[src/rtl/lc3b_types.sv]
// Shared tag-width and counter-width constants for the LC-3b tag-matching
// comparators (branch target buffer and cache ways).
package lc3b_types;

    // Tag width used by the branch target buffer ways.
    localparam int unsigned BTB_TAG_W     = 10;

    // Default operand width for a generic comparator instance.
    localparam int unsigned DEFAULT_TAG_W = 16;

    // Default width of the saturating match counter.
    localparam int unsigned DEFAULT_CNT_W = 8;

endpackage : lc3b_types

[src/rtl/compare.sv]
// Tag comparator: combinational equal / less-than / greater-than on two
// unsigned operands, plus a registered copy of the equality result and a
// saturating count of cycles in which the operands matched.
module compare
    import lc3b_types::*;
#(
    parameter int unsigned width = DEFAULT_TAG_W,
    parameter int unsigned CNT_W = DEFAULT_CNT_W
) (
    input  logic             clk,
    input  logic             rst,
    input  logic [width-1:0] a,
    input  logic [width-1:0] b,
    output logic             out,
    output logic             lt,
    output logic             gt,
    output logic             out_q,
    output logic [CNT_W-1:0] match_count
);

    // Counter value at which counting stops.
    localparam logic [CNT_W-1:0] CNT_MAX = {CNT_W{1'b1}};

    logic             eq_s;
    logic             lt_s;
    logic             gt_s;
    logic [CNT_W-1:0] cnt_nxt_s;
    logic             out_q_r;
    logic [CNT_W-1:0] match_count_r;

    // Equality is the AND-reduction of the per-bit XNOR so every bit,
    // including the MSB, participates; works unchanged for width == 1.
    assign eq_s = &(a ~^ b);

    // Both operands are declared unsigned, so these relationals are
    // plain unsigned magnitude compares with no sign extension.
    assign lt_s = (a < b);
    assign gt_s = (a > b);

    // Combinational results go straight out so a hit is usable this cycle;
    // they ignore clk and rst and stay valid during reset.
    assign out = eq_s;
    assign lt  = lt_s;
    assign gt  = gt_s;

    // Next match count: step by one on a match, but hold once at all-ones.
    always_comb begin
        cnt_nxt_s = match_count_r;
        if (eq_s && (match_count_r != CNT_MAX)) begin
            cnt_nxt_s = match_count_r + CNT_W'(1'b1);
        end else begin
            cnt_nxt_s = match_count_r;
        end
    end

    // Registered copy of the equality result, cleared by reset.
    always_ff @(posedge clk) begin
        if (rst) begin
            out_q_r <= 1'b0;
        end else begin
            out_q_r <= eq_s;
        end
    end

    // Saturating match counter, cleared by reset regardless of the compare.
    always_ff @(posedge clk) begin
        if (rst) begin
            match_count_r <= '0;
        end else begin
            match_count_r <= cnt_nxt_s;
        end
    end

    assign out_q       = out_q_r;
    assign match_count = match_count_r;

endmodule : compare

[config.mk]
export PLATFORM = sky130hd
export DESIGN_NAME = compare
export DESIGN_NICKNAME = d
export VERILOG_FILES = /design/src/rtl/lc3b_types.sv /design/src/rtl/compare.sv
export SDC_FILE = /design/constraint.sdc
export NUM_CORES = 1
export LEC_CHECK = 0
export CORE_UTILIZATION = 33
export CTS_CLUSTER_SIZE = 24
export DETAILED_ROUTE_END_ITERATION = 7
export GPL_TIMING_DRIVEN = 0
export HOLD_SLACK_MARGIN = 0.06
export PLACE_DENSITY = 0.69
export SYNTH_ARGS = -nofsm -noshare
export SYNTH_HDL_FRONTEND = slang
export SYNTH_SLANG_ARGS = --single-unit
[constraint.sdc]
create_clock -name clk -period 3.57 [get_ports clk]
set_clock_uncertainty 0.1 [all_clocks]
set_input_delay 0.357 -clock clk [delete_from_list [all_inputs] [get_ports clk]]
set_output_delay 0.357 -clock clk [all_outputs]
set_load 0.005 [all_outputs]
* Word-level counts from Yosys, hierarchy flattened *
Index checks and enable logic that the tools add are counted.

operators by class
  $add $sub $neg = 1
  magnitude comparators = 2
  eq/ne operators = 1
  bitwise operators = 1
  reduce and logical (&&, ||, !) cells = 2

operators by type and width
  kind                 count
  $gt 16x16->1         1
  $lt 16x16->1         1
  $reduce_and 16->1    1
  $xnor 16x16->16      1
  $add 8x1->8 const B  1
  $ne 8x8->1 const B   1
  $logic_and 1x1->1    1

storage, ports and cells
  flip-flop bits (word level) = 9
  input bits = 34
  word-level logic and storage cells = 9

* Depth between registers and ports, before layout *
  word-level depth = 3
  gate-level depth with buffers = 8
  gate-level depth less buffers = 7

* Worst setup path after synthesis *
No wires, ideal clock.

  path type = input-to-output
  start point = in b[1]
  end point = out gt
  arrival = 1505 ps
  required time = 3113 ps
  path slack = 1608 ps
  cell stages on the path = 6
  cell sequence = inv_1 -> ha_1 -> nor2b_1 -> o211ai_1 -> a2111oi_0 -> o41a_1

between the ends
  word-level cells in the longest chain between the ends = 1

RTL lines
  what          RTL line       source
  from (decl)   compare.sv:13  input logic [width-1:0] b,
  $gt 16x16->1  compare.sv:38  assign gt_s = (a > b);
  to (decl)     compare.sv:16  output logic gt,

No other way between the ends.

* Worst setup path in the final report *
  start point = in b[15]
  end point = out gt

The elaborated chain is that of the path after synthesis.

==> results.py <==
metrics = {
    "run_status": {
        "outcome": "finished clean",
    },
    "sta": {
        "rsz0062_at_grt": "false",
        "worst_slew_pin_slew_ns": 0.629,
        "slew_headroom": 0.570,
        "setup_tns_ns": 0,
        "min_period_over_period": 0.881,
        "hold_violations": 0,
        "finalCriticalPeriod_ns": 3.14,
        "fmaxAchievable_mhz": 318,
        "drv_slew": 0,
        "setup-violations-final": 0,
    },
    "setup_path": {
        "cp-endpoint": "gt",
        "reg2reg_depth": 5,
        "path_class": "primary input to output port",
        "crit_required_ns": 3.11,
        "critPathMostFrequentCell": "clkdlybuf4s50_1",
        "crit_buf_inv": 3,
        "max_stage_delay_ns": 0.62,
        "r2r_slack_ns": 1.86,
        "cp.depth": 7,
        "cp.arrival_ns": 2.69,
        "r2r_start": "match_count[0]$_SDFFE_PP0P_",
        "critical-path-top-delay-family": "buffers and inverters",
        "critPathLaunchType": "primary input",
        "crit_chain": "clkdlybuf4s50_1, inv_1, ha_1, nand4_1, a2111oi_0, o41a_1, clkdlybuf4s50_1",
        "cp_slowest_cell": "a2111oi_0",
        "cp-end-kind": "output port",
        "worst_r2r_endpoint": "match_count[4]$_SDFFE_PP0P_",
        "crit_start": "b[15]",
        "critPathMaxFanout": 4,
    },
    "floorplanning": {
        "io_pins": 46,
        "coreArea_um2": 2480,
        "die_w_um": 53.2,
        "fp.dieH_um": 53.2,
        "start_util": 0.349,
        "rows": 18,
        "die_area_um2": 2830,
    },
    "routing": {
        "vias_per_cell": 5.29,
        "vias": 984,
        "dr.pass1.iters": 4,
        "drt_iter0_drc": 16,
        "antenna_left": 0,
        "drt-total-wl_mm": 2.16,
        "wl_per_cell_um": 11.6,
        "drcViolationCount": 0,
    },
    "cts": {
        "cts_resized": 0,
        "cts_made_buffers": 3,
        "ctsHoldBuffers": 0,
        "clockBufferDepth": 2,
        "clock_latency_ns": 0.26,
        "root_buffer": "clkbuf_4",
        "cts-htree-levels": 1,
        "cts.sinks": 9,
        "post-cts-setup-buffer-count": 0,
        "cts_tree": "built",
        "cts.clk_slew.worst_paths_ns": 0.06,
    },
    "synthesis": {
        "yosys_warnings": 0,
        "synth.distinct_cells": 28,
        "post_synth_instance_area_um2": 866,
        "syn_inst": 108,
        "syn_avg_cell_area_um2": 8.02,
        "ys_seq_elements": 9,
        "synth_nets": 159,
        "yosysSeqAreaShare": 0.208,
    },
    "placed_design": {
        "portBuffers": 44,
        "finalWeightedCongestion": 0.738,
        "hpwlAfterDp_mm": 1.88,
        "place_inst": 182,
        "place_area_um2": 1340,
    },
    "finish": {
        "area_delta_synth_final_pct": 58.2,
        "antenna_cells": 0,
        "drive_gt1_frac": 0.0513,
        "final_cells": 186,
        "nNetsFinal": 208,
        "finalInstanceArea_um2": 1370,
    },
    "global_route": {
        "globalRoute.totalOverflow": 0,
        "track_usage": 0.170,
        "grt_max_degree": 11,
        "grt_antenna_before_repair": 0,
        "grt_pass1_vias": 953,
        "grt_first_pass_wirelength_mm": 3.64,
    },
    "worst_hold_path": {
        "min_from": "rst",
        "holdCritPathClass": "primary input to register",
    },
    "pwr": {
        "pwr-share-clk": 0.292,
        "peakVddDrop_mv": 0.136,
        "cellPowerDensity_nw_per_um2": 197,
        "power_frac_comb": 0.337,
        "power.share.switching": 0.259,
        "power.internal_mw": 0.200,
        "seq_power_share": 0.372,
        "leakagePower_nw": 0.588,
        "switchingPower_mw": 0.0698,
    },
    "run": {
        "drv_cap": 0,
    },
}
how the worst min path moves through the flow:
stage	endpoint	slack, ns	depth (start not counted)
floorplan	match_count[5]$_SDFFE_PP0P_	0.37	2
global placement	match_count[5]$_SDFFE_PP0P_	0.37	2
detailed placement	match_count[5]$_SDFFE_PP0P_	0.41	2
CTS	out_q$_SDFF_PP0_	0.38	2
global route	out_q$_SDFF_PP0_	0.42	2
finish	out_q$_SDFF_PP0_	0.40	2
worst reg2reg max path: stages, from the launching register on:
cell and delay (ns):
dfxtp_1 0.44, ha_1 0.22, nand3_1 0.09, o21ai_0 0.48, or4_1 0.19, a21oi_1 0.06
layer usage:
metal,vias up,GRT usage,share of wire
met5,-,0,0
met1,447,0.171,0.41
met3,2,0.0144,0.053
li1,500,-,-
met2,35,0.346,0.53
met4,0,0.0658,0.0056
state kept, by name, summed over array words and instances, names as in the netlist:
name         flops
out_q            1
match_count      8
through the flow:
| step | power [mW] | hold WS (ns) | utilization | setup slack (ns) |
|---|---|---|---|---|
| 2_1_floorplan | 0.143 | 0.375 | - | 1.61 |
| 3_3_place_gp | 0.191 | 0.372 | 0.542 | 0.530 |
| 3_5_place_dp | 0.194 | 0.407 | 0.542 | 0.473 |
| 4_1_cts | 0.274 | 0.380 | 0.553 | 0.456 |
| 5_1_grt | 0.287 | 0.416 | 0.553 | 0.236 |
| 6_report | 0.270 | 0.398 | 0.553 | 0.425 |
cells in the mapped netlist:
cell type,instances,share of area
o21ai_0,6,0.035
a21oi_1,14,0.081
and3_1,1,0.0072
o41a_1,1,0.013
mux2_2,1,0.013
nand2_1,5,0.022
nand4_1,5,0.036
or4_1,4,0.035
a21o_1,1,0.0087
and4_1,2,0.020
inv_1,17,0.074
nor4_1,1,0.0072
nor2_1,3,0.013
or3_1,2,0.014
nor2b_1,2,0.014
buf_2,1,0.0058
dfxtp_1,9,0.21
a2111oi_0,1,0.010
nor3_1,1,0.0058
nand3_1,4,0.023
o31ai_1,3,0.026
nand4_4,1,0.025
o211ai_1,1,0.0087
and4_4,2,0.026
ha_1,17,0.25
nand3b_1,1,0.0087
o41ai_1,1,0.010
buf_1,1,0.0043
cell type report:
| class | count | area, um^2 |
|---|---|---|
| Fill cell | 249 | 1110 |
| Multi-Input combinational cell | 80 | 613 |
| Timing Repair Buffer | 44 | 440 |
| Sequential cell | 9 | 180 |
| Inverter | 17 | 63.8 |
| Tap cell | 30 | 37.5 |
| Clock buffer | 4 | 26.3 |
| Buffer | 2 | 8.76 |
layout by cell type, fill, tap and decap left out, types with 2 or more instances in the layout:
| cell type | synthesis | final |
|---|---|---|
| clkdlybuf4s50_1 | 0 | 44 |
| inv_1 | 17 | 17 |
| ha_1 | 17 | 17 |
| a21oi_1 | 14 | 14 |
| dfxtp_1 | 9 | 9 |
| o21ai_0 | 6 | 6 |
| nand4_1 | 5 | 5 |
| nand2_1 | 5 | 5 |
| nand3_1 | 4 | 4 |
| or4_1 | 4 | 4 |
| nor2_1 | 3 | 3 |
| o31ai_1 | 3 | 3 |
| clkbuf_4 | 0 | 3 |
| and4_1 | 2 | 2 |
| and4_4 | 2 | 2 |
| nor2b_1 | 2 | 2 |
| or3_1 | 2 | 2 |
power groups by stage:
stage | Combinational (mW) | Clock, mW | Sequential, mW
after floorplan | 0.0400 | 0 | 0.103
after global placement | 0.0880 | 0 | 0.103
after detailed placement | 0.0911 | 0 | 0.103
after CTS | 0.0919 | 0.0814 | 0.100
after global routing | 0.102 | 0.0853 | 0.100
final | 0.0909 | 0.0787 | 0.100
cell families after synthesis:
family / after synthesis / synth area share
AO/OA/AOI/OAI: 28 / 0.192
multiplexers: 1 / 0.0130
adder cells (fa/ha/maj): 17 / 0.246
AND/OR/NAND/NOR: 34 / 0.257
buffers and inverters: 19 / 0.0838
flip-flops: 9 / 0.208
No activity file was read; power rests on OpenSTA's default activity.
